File: src/rtl/mem_port_arbiter_pkg.sv
// mem_arb_pkg: shared types and default widths for the memory port arbiter
package mem_arb_pkg;
    localparam int ADDR_W_D  = 32;
    localparam int DATA_W_D  = 32;
    localparam int MEM_LAT_D = 1;
    localparam int CNT_W_D   = 3;

    typedef enum logic {IDLE, WAIT} state_t;
    typedef enum logic {OWN_IF, OWN_LS} owner_t;
endpackage

File: src/rtl/mem_port_arbiter.sv
// mem_port_arbiter: shares one fixed-latency memory between fetch and load/store ports
module mem_port_arbiter
    import mem_arb_pkg::*;
#(
    parameter int ADDR_W  = ADDR_W_D,
    parameter int DATA_W  = DATA_W_D,
    parameter int MEM_LAT = MEM_LAT_D,
    parameter int CNT_W   = CNT_W_D
) (
    input  logic                i_clk,
    input  logic                i_reset,
    input  logic                i_if_req,
    input  logic [ADDR_W-1:0]   i_if_addr,
    output logic                o_if_gnt,
    output logic                o_if_rvalid,
    output logic [DATA_W-1:0]   o_if_rdata,
    input  logic                i_ls_req,
    input  logic                i_ls_we,
    input  logic [ADDR_W-1:0]   i_ls_addr,
    input  logic [DATA_W-1:0]   i_ls_wdata,
    input  logic [DATA_W/8-1:0] i_ls_bmask,
    output logic                o_ls_gnt,
    output logic                o_ls_rvalid,
    output logic [DATA_W-1:0]   o_ls_rdata,
    output logic                o_mem_en,
    output logic                o_mem_we,
    output logic [ADDR_W-1:0]   o_mem_addr,
    output logic [DATA_W-1:0]   o_mem_wdata,
    output logic [DATA_W/8-1:0] o_mem_bmask,
    input  logic [DATA_W-1:0]   i_mem_rdata,
    output logic                o_busy
);
    state_t           r_state, w_state_nxt;
    owner_t           r_owner, w_owner_nxt;
    logic [CNT_W-1:0] r_cnt, w_cnt_nxt;
    logic             r_ls_turn, w_ls_turn_nxt;
    logic             w_resp, w_win, w_if_gnt, w_ls_gnt, w_st_gnt, w_rd_gnt;

    assign w_resp   = (r_state == WAIT) && (r_cnt == CNT_W'(1));
    assign w_win    = !i_reset && ((r_state == IDLE) || w_resp);
    // r_ls_turn is the last_ls flag: set by an IF grant so LS wins the next tie
    assign w_if_gnt = w_win && i_if_req && (!i_ls_req || !r_ls_turn);
    assign w_ls_gnt = w_win && i_ls_req && (!i_if_req || r_ls_turn);
    assign w_st_gnt = w_ls_gnt && i_ls_we;
    assign w_rd_gnt = w_if_gnt || (w_ls_gnt && !i_ls_we);

    always_ff @(posedge i_clk or posedge i_reset) begin
        if (i_reset) begin
            r_state   <= IDLE;
            r_owner   <= OWN_IF;
            r_cnt     <= '0;
            r_ls_turn <= 1'b0;
        end else begin
            r_state   <= w_state_nxt;
            r_owner   <= w_owner_nxt;
            r_cnt     <= w_cnt_nxt;
            r_ls_turn <= w_ls_turn_nxt;
        end
    end

    always_comb begin
        w_state_nxt   = r_state;
        w_owner_nxt   = r_owner;
        w_cnt_nxt     = r_cnt;
        w_ls_turn_nxt = r_ls_turn;
        if (r_state == WAIT) begin
            w_cnt_nxt   = r_cnt - CNT_W'(1);
            w_state_nxt = w_resp ? IDLE : WAIT;
        end
        if (w_rd_gnt) begin
            w_state_nxt = WAIT;
            w_cnt_nxt   = CNT_W'(MEM_LAT);
            w_owner_nxt = w_ls_gnt ? OWN_LS : OWN_IF;
        end
        if (w_if_gnt || w_ls_gnt)
            w_ls_turn_nxt = w_if_gnt;
    end

    always_comb begin
        o_if_gnt    = w_if_gnt;
        o_ls_gnt    = w_ls_gnt;
        o_mem_en    = w_if_gnt || w_ls_gnt;
        o_mem_we    = w_st_gnt;
        o_mem_addr  = w_if_gnt ? i_if_addr : (w_ls_gnt ? i_ls_addr : '0);
        o_mem_wdata = w_st_gnt ? i_ls_wdata : '0;
        o_mem_bmask = w_st_gnt ? i_ls_bmask : '0;
        o_if_rvalid = w_resp && (r_owner == OWN_IF);
        o_ls_rvalid = w_resp && (r_owner == OWN_LS);
        o_if_rdata  = o_if_rvalid ? i_mem_rdata : '0;
        o_ls_rdata  = o_ls_rvalid ? i_mem_rdata : '0;
        o_busy      = (r_state == WAIT);
    end
endmodule

File: config.mk
export PLATFORM = sky130hd
export DESIGN_NAME = mem_port_arbiter
export DESIGN_NICKNAME = d
export VERILOG_FILES = /design/src/rtl/mem_port_arbiter_pkg.sv /design/src/rtl/mem_port_arbiter.sv
export SDC_FILE = /design/constraint.sdc
export NUM_CORES = 1
export LEC_CHECK = 0
export BUFFER_PORTS_ARGS = -buffer_cell sky130_fd_sc_hd__buf_2
export CAP_MARGIN = 5
export CORE_AREA = 2 2 106 108
export DETAILED_ROUTE_END_ITERATION = 8
export DIE_AREA = 0 0 108 110
export PLACE_DENSITY_LB_ADDON = 0.25
export SYNTH_ARGS = -nofsm -noshare
export SYNTH_HDL_FRONTEND = slang
export SYNTH_SLANG_ARGS = --single-unit
File: constraint.sdc
create_clock -name i_clk -period 2.2 [get_ports i_clk]
set_clock_uncertainty 0.2 [all_clocks]
set_input_delay 0.11 -clock i_clk [delete_from_list [all_inputs] [get_ports i_clk]]
set_output_delay 0.11 -clock i_clk [all_outputs]
set_load 0.005 [all_outputs]
==> metrics.txt <==
outcome finished clean; worst path required time approximately 1.9 ns; crit path setup slack, layout 0.0885 ns; number of inserted filler cells in the final layout approximately 1200; grt ovf 0; final antenna-violating net count 0; Netlist Area Pre-Place ~0.0016 mm²; CTS tree done; Core Area ~0.011 mm²; CP Launch Type flip-flop; Critical Path End Type primary output; category of the critical setup timing path reg -> out; post-layout utilization of the core 0.301; Hold Startpoint i_if_req; number of register bits inferred by synthesis 6; io pins around 280; clock transition at the register clock pins on the worst setup and hold paths after CTS approximately 0.04 ns; starting density of the core 0.151; Hold Crit Depth 3; maximum resistive drop on vdd 0.000247 V; setup TNS 0 ns; setup slack of the worst register-to-register path ~0.63 ns; largest net degree at the start of global routing between 40 and 50; CTS buffer count 3; initial DRC count around 120; cells on worst reg2reg path 5; ratio of cells with drive above 1 in the final layout 0.562; number of nets in the finished design between 600 and 700; proportion of synthesized chip area in sequential cells 0.0927; pin slew with the least headroom to its limit around 0.49 ns; number of sinks on the clock net 6; worst relative slew slack 0.672; count of different cell masters after synthesis 31; vias after detailed routing around 2800; global-route usage over all layers 0.113; vias in the first global route between 2000 and 2500; RSZ-0062 raised after global routing no; origin of the critical flop-to-flop path r_cnt[1]; estimated wirelength of the detail-placed design between 6 and 7 mm; H-tree depth reported by CTS 1; Syn. warnings 0; Routability Congestion between 0.7 and 0.8; Reg-to-Reg End r_owner; total power of the final layout 1690 µW; total power density per cell area between 500 and 600 mW/mm²; aggregate routed wire length 8.25 mm; total iterations of the first detailed-routing run 5; Finish-stage setup viols 0; total leakage power approximately 0.0021 µW; DRC Markers 0; average instance area after synthesis between 6 and 7 µm²; data arrival time of the critical path 1.80 ns; root buf cell clkbuf_8; Hold WC Path Type in -> reg; average via count per standard cell between 4 and 5; Async SR Flop Fraction 1.00; placed inst area roughly 0.0031 mm²; die width between 100 and 150 µm; CP max FO 19; die extent in y 110 µm; Main synth FF type dfrtp_1; clock latency of the later-clocked register in the worst-skew pair roughly 0.22 ns; Total Die Area approximately 0.012 mm²; # Max-Cap Violations 0; Worst Hold Endpoint r_owner; timing-limited maximum frequency 474 MHz; drt wl/cell between 10 and 15 µm; number of antenna violations at the first check in global routing 0; I/O Buffers between 200 and 300; Synth Instances around 270; ant diodes 0; post-placement worst setup slack ~0.24 ns; Cell Rows 38; Final Slew Violations 0; net count of the mapped netlist between 400 and 500; buffer levels on the longest clock path 2; hold violation total from the final report 0; post-layout instance area around 0.0032 mm²; post-layout minimum cycle time 2.11 ns; P&R area growth vs syn 98.9%; final clock period utilization by the worst path 0.960; wire length of the first global-routing pass about 11 mm; count of flip-flops with a built-in enable after synthesis 0
-- worst max path at each step --
| stage | startpoint | endpoint | slack, ns | cells after the start |
|---|---|---|---|---|
| after floorplan | r_cnt[1] | o_mem_wdata[10] | 0.38 | 7 |
| after global placement | r_cnt[1] | o_mem_wdata[5] | 0.23 | 7 |
| after detailed placement | r_cnt[1] | o_mem_wdata[23] | 0.24 | 7 |
| after CTS | r_cnt[1] | o_mem_wdata[5] | 0.001 | 7 |
| after global routing | r_cnt[1] | o_mem_wdata[22] | 0.009 | 8 |
| final | r_cnt[1] | o_mem_wdata[0] | 0.09 | 8 |
-- critical path, cell delays in order (launching register included) --
cell	delay [ns]
dfrtp_1	0.38
inv_2	0.08
ha_4	0.14
nand2b_4	0.08
a2111oi_4	0.28
buf_4	0.19
clkbuf_16	0.16
and3_1	0.16
buf_2	0.11
-- registers in the layout (all words and copies together) (netlist names) --
name / cells
o_busy: 1
r_cnt: 3
r_ls_turn: 1
r_owner: 1
-- per-stage QoR --
stage	hold WS (ns)	instances
final	0.184	665
after global routing	0.219	665
after CTS	0.202	663
after detailed placement	-0.0739	659
after global placement	-0.0878	659
after floorplan	-0.299	266
-- Yosys cell counts (2+ instances only) --
master / instances / area (µm²)
buf_2: 12 / 60.1
dfrtp_1: 6 / 150
buf_6: 2 / 22.5
nor2_1: 4 / 15.0
buf_1: 2 / 7.51
a21oi_1: 34 / 170
o21ai_0: 3 / 15.0
clkbuf_1: 13 / 48.8
ha_1: 2 / 25.0
and2_1: 65 / 407
inv_1: 4 / 15.0
nand2_1: 34 / 128
and3_1: 36 / 225
nand3_1: 32 / 160
-- timing repair --
item | 4_1_cts | 5_1_grt
setup buffers | 0 | 1
resized for setup | 0 | 3
setup endpoints to repair | 0 | 37
hold buffers | 1 | 0
hold endpoints to repair | 6 | 0
-- where the power goes --
| part | leakage [µW] | total (µW) | internal (µW) | switching, µW |
|---|---|---|---|---|
| Sequential | 0.0000707 | 248 | 167 | 80.3 |
| Combinational | 0.00202 | 1280 | 642 | 635 |
| Clock | 0.0000216 | 165 | 118 | 47.6 |
| Total | 0.00211 | 1690 | 927 | 763 |
-- kinds of logic after synthesis --
group | synth area share
flops | 0.0927
fa+ha+maj | 0.0154
xor+xnor | 0.0108
buf+inv | 0.0996
compound gates | 0.178
simple gates | 0.603
-- routing by layer --
metal | up-vias | routed length [µm] | part of all wire | global-route usage
met5 | - | 0 | 0 | 0
met4 | 0 | 42 | 0.0051 | 0.0247
met3 | 2 | 628 | 0.076 | 0.00941
met2 | 152 | 4330 | 0.52 | 0.212
met1 | 1250 | 3250 | 0.39 | 0.141
li1 | 1415 | - | - | -
-- cells in the final DEF (no fill, tap or decap), drive strengths merged, types with 2 or more instances in the layout --
cell and instances:
nor2 4, inv 4, nand2 34, buf 284, a21oi 34, o21ai 3, ha 2, clkbuf 4
and2 65, nand3 32, dfrtp 6, a2111oi 2, and3 36
-- final cells by class --
| type | instances | area (µm²) | share of cell area |
|---|---|---|---|
| repair buffers | 286 | 1520 | 0.470 |
| multi-input cells | 226 | 1330 | 0.411 |
| well taps | 140 | 175 | 0.0543 |
| flip-flops and latches | 6 | 150 | 0.0466 |
| clock buffers | 3 | 41.3 | 0.0128 |
| inverters | 4 | 15.0 | 0.00466 |
Note: power is estimated with default switching activity, not from simulation.
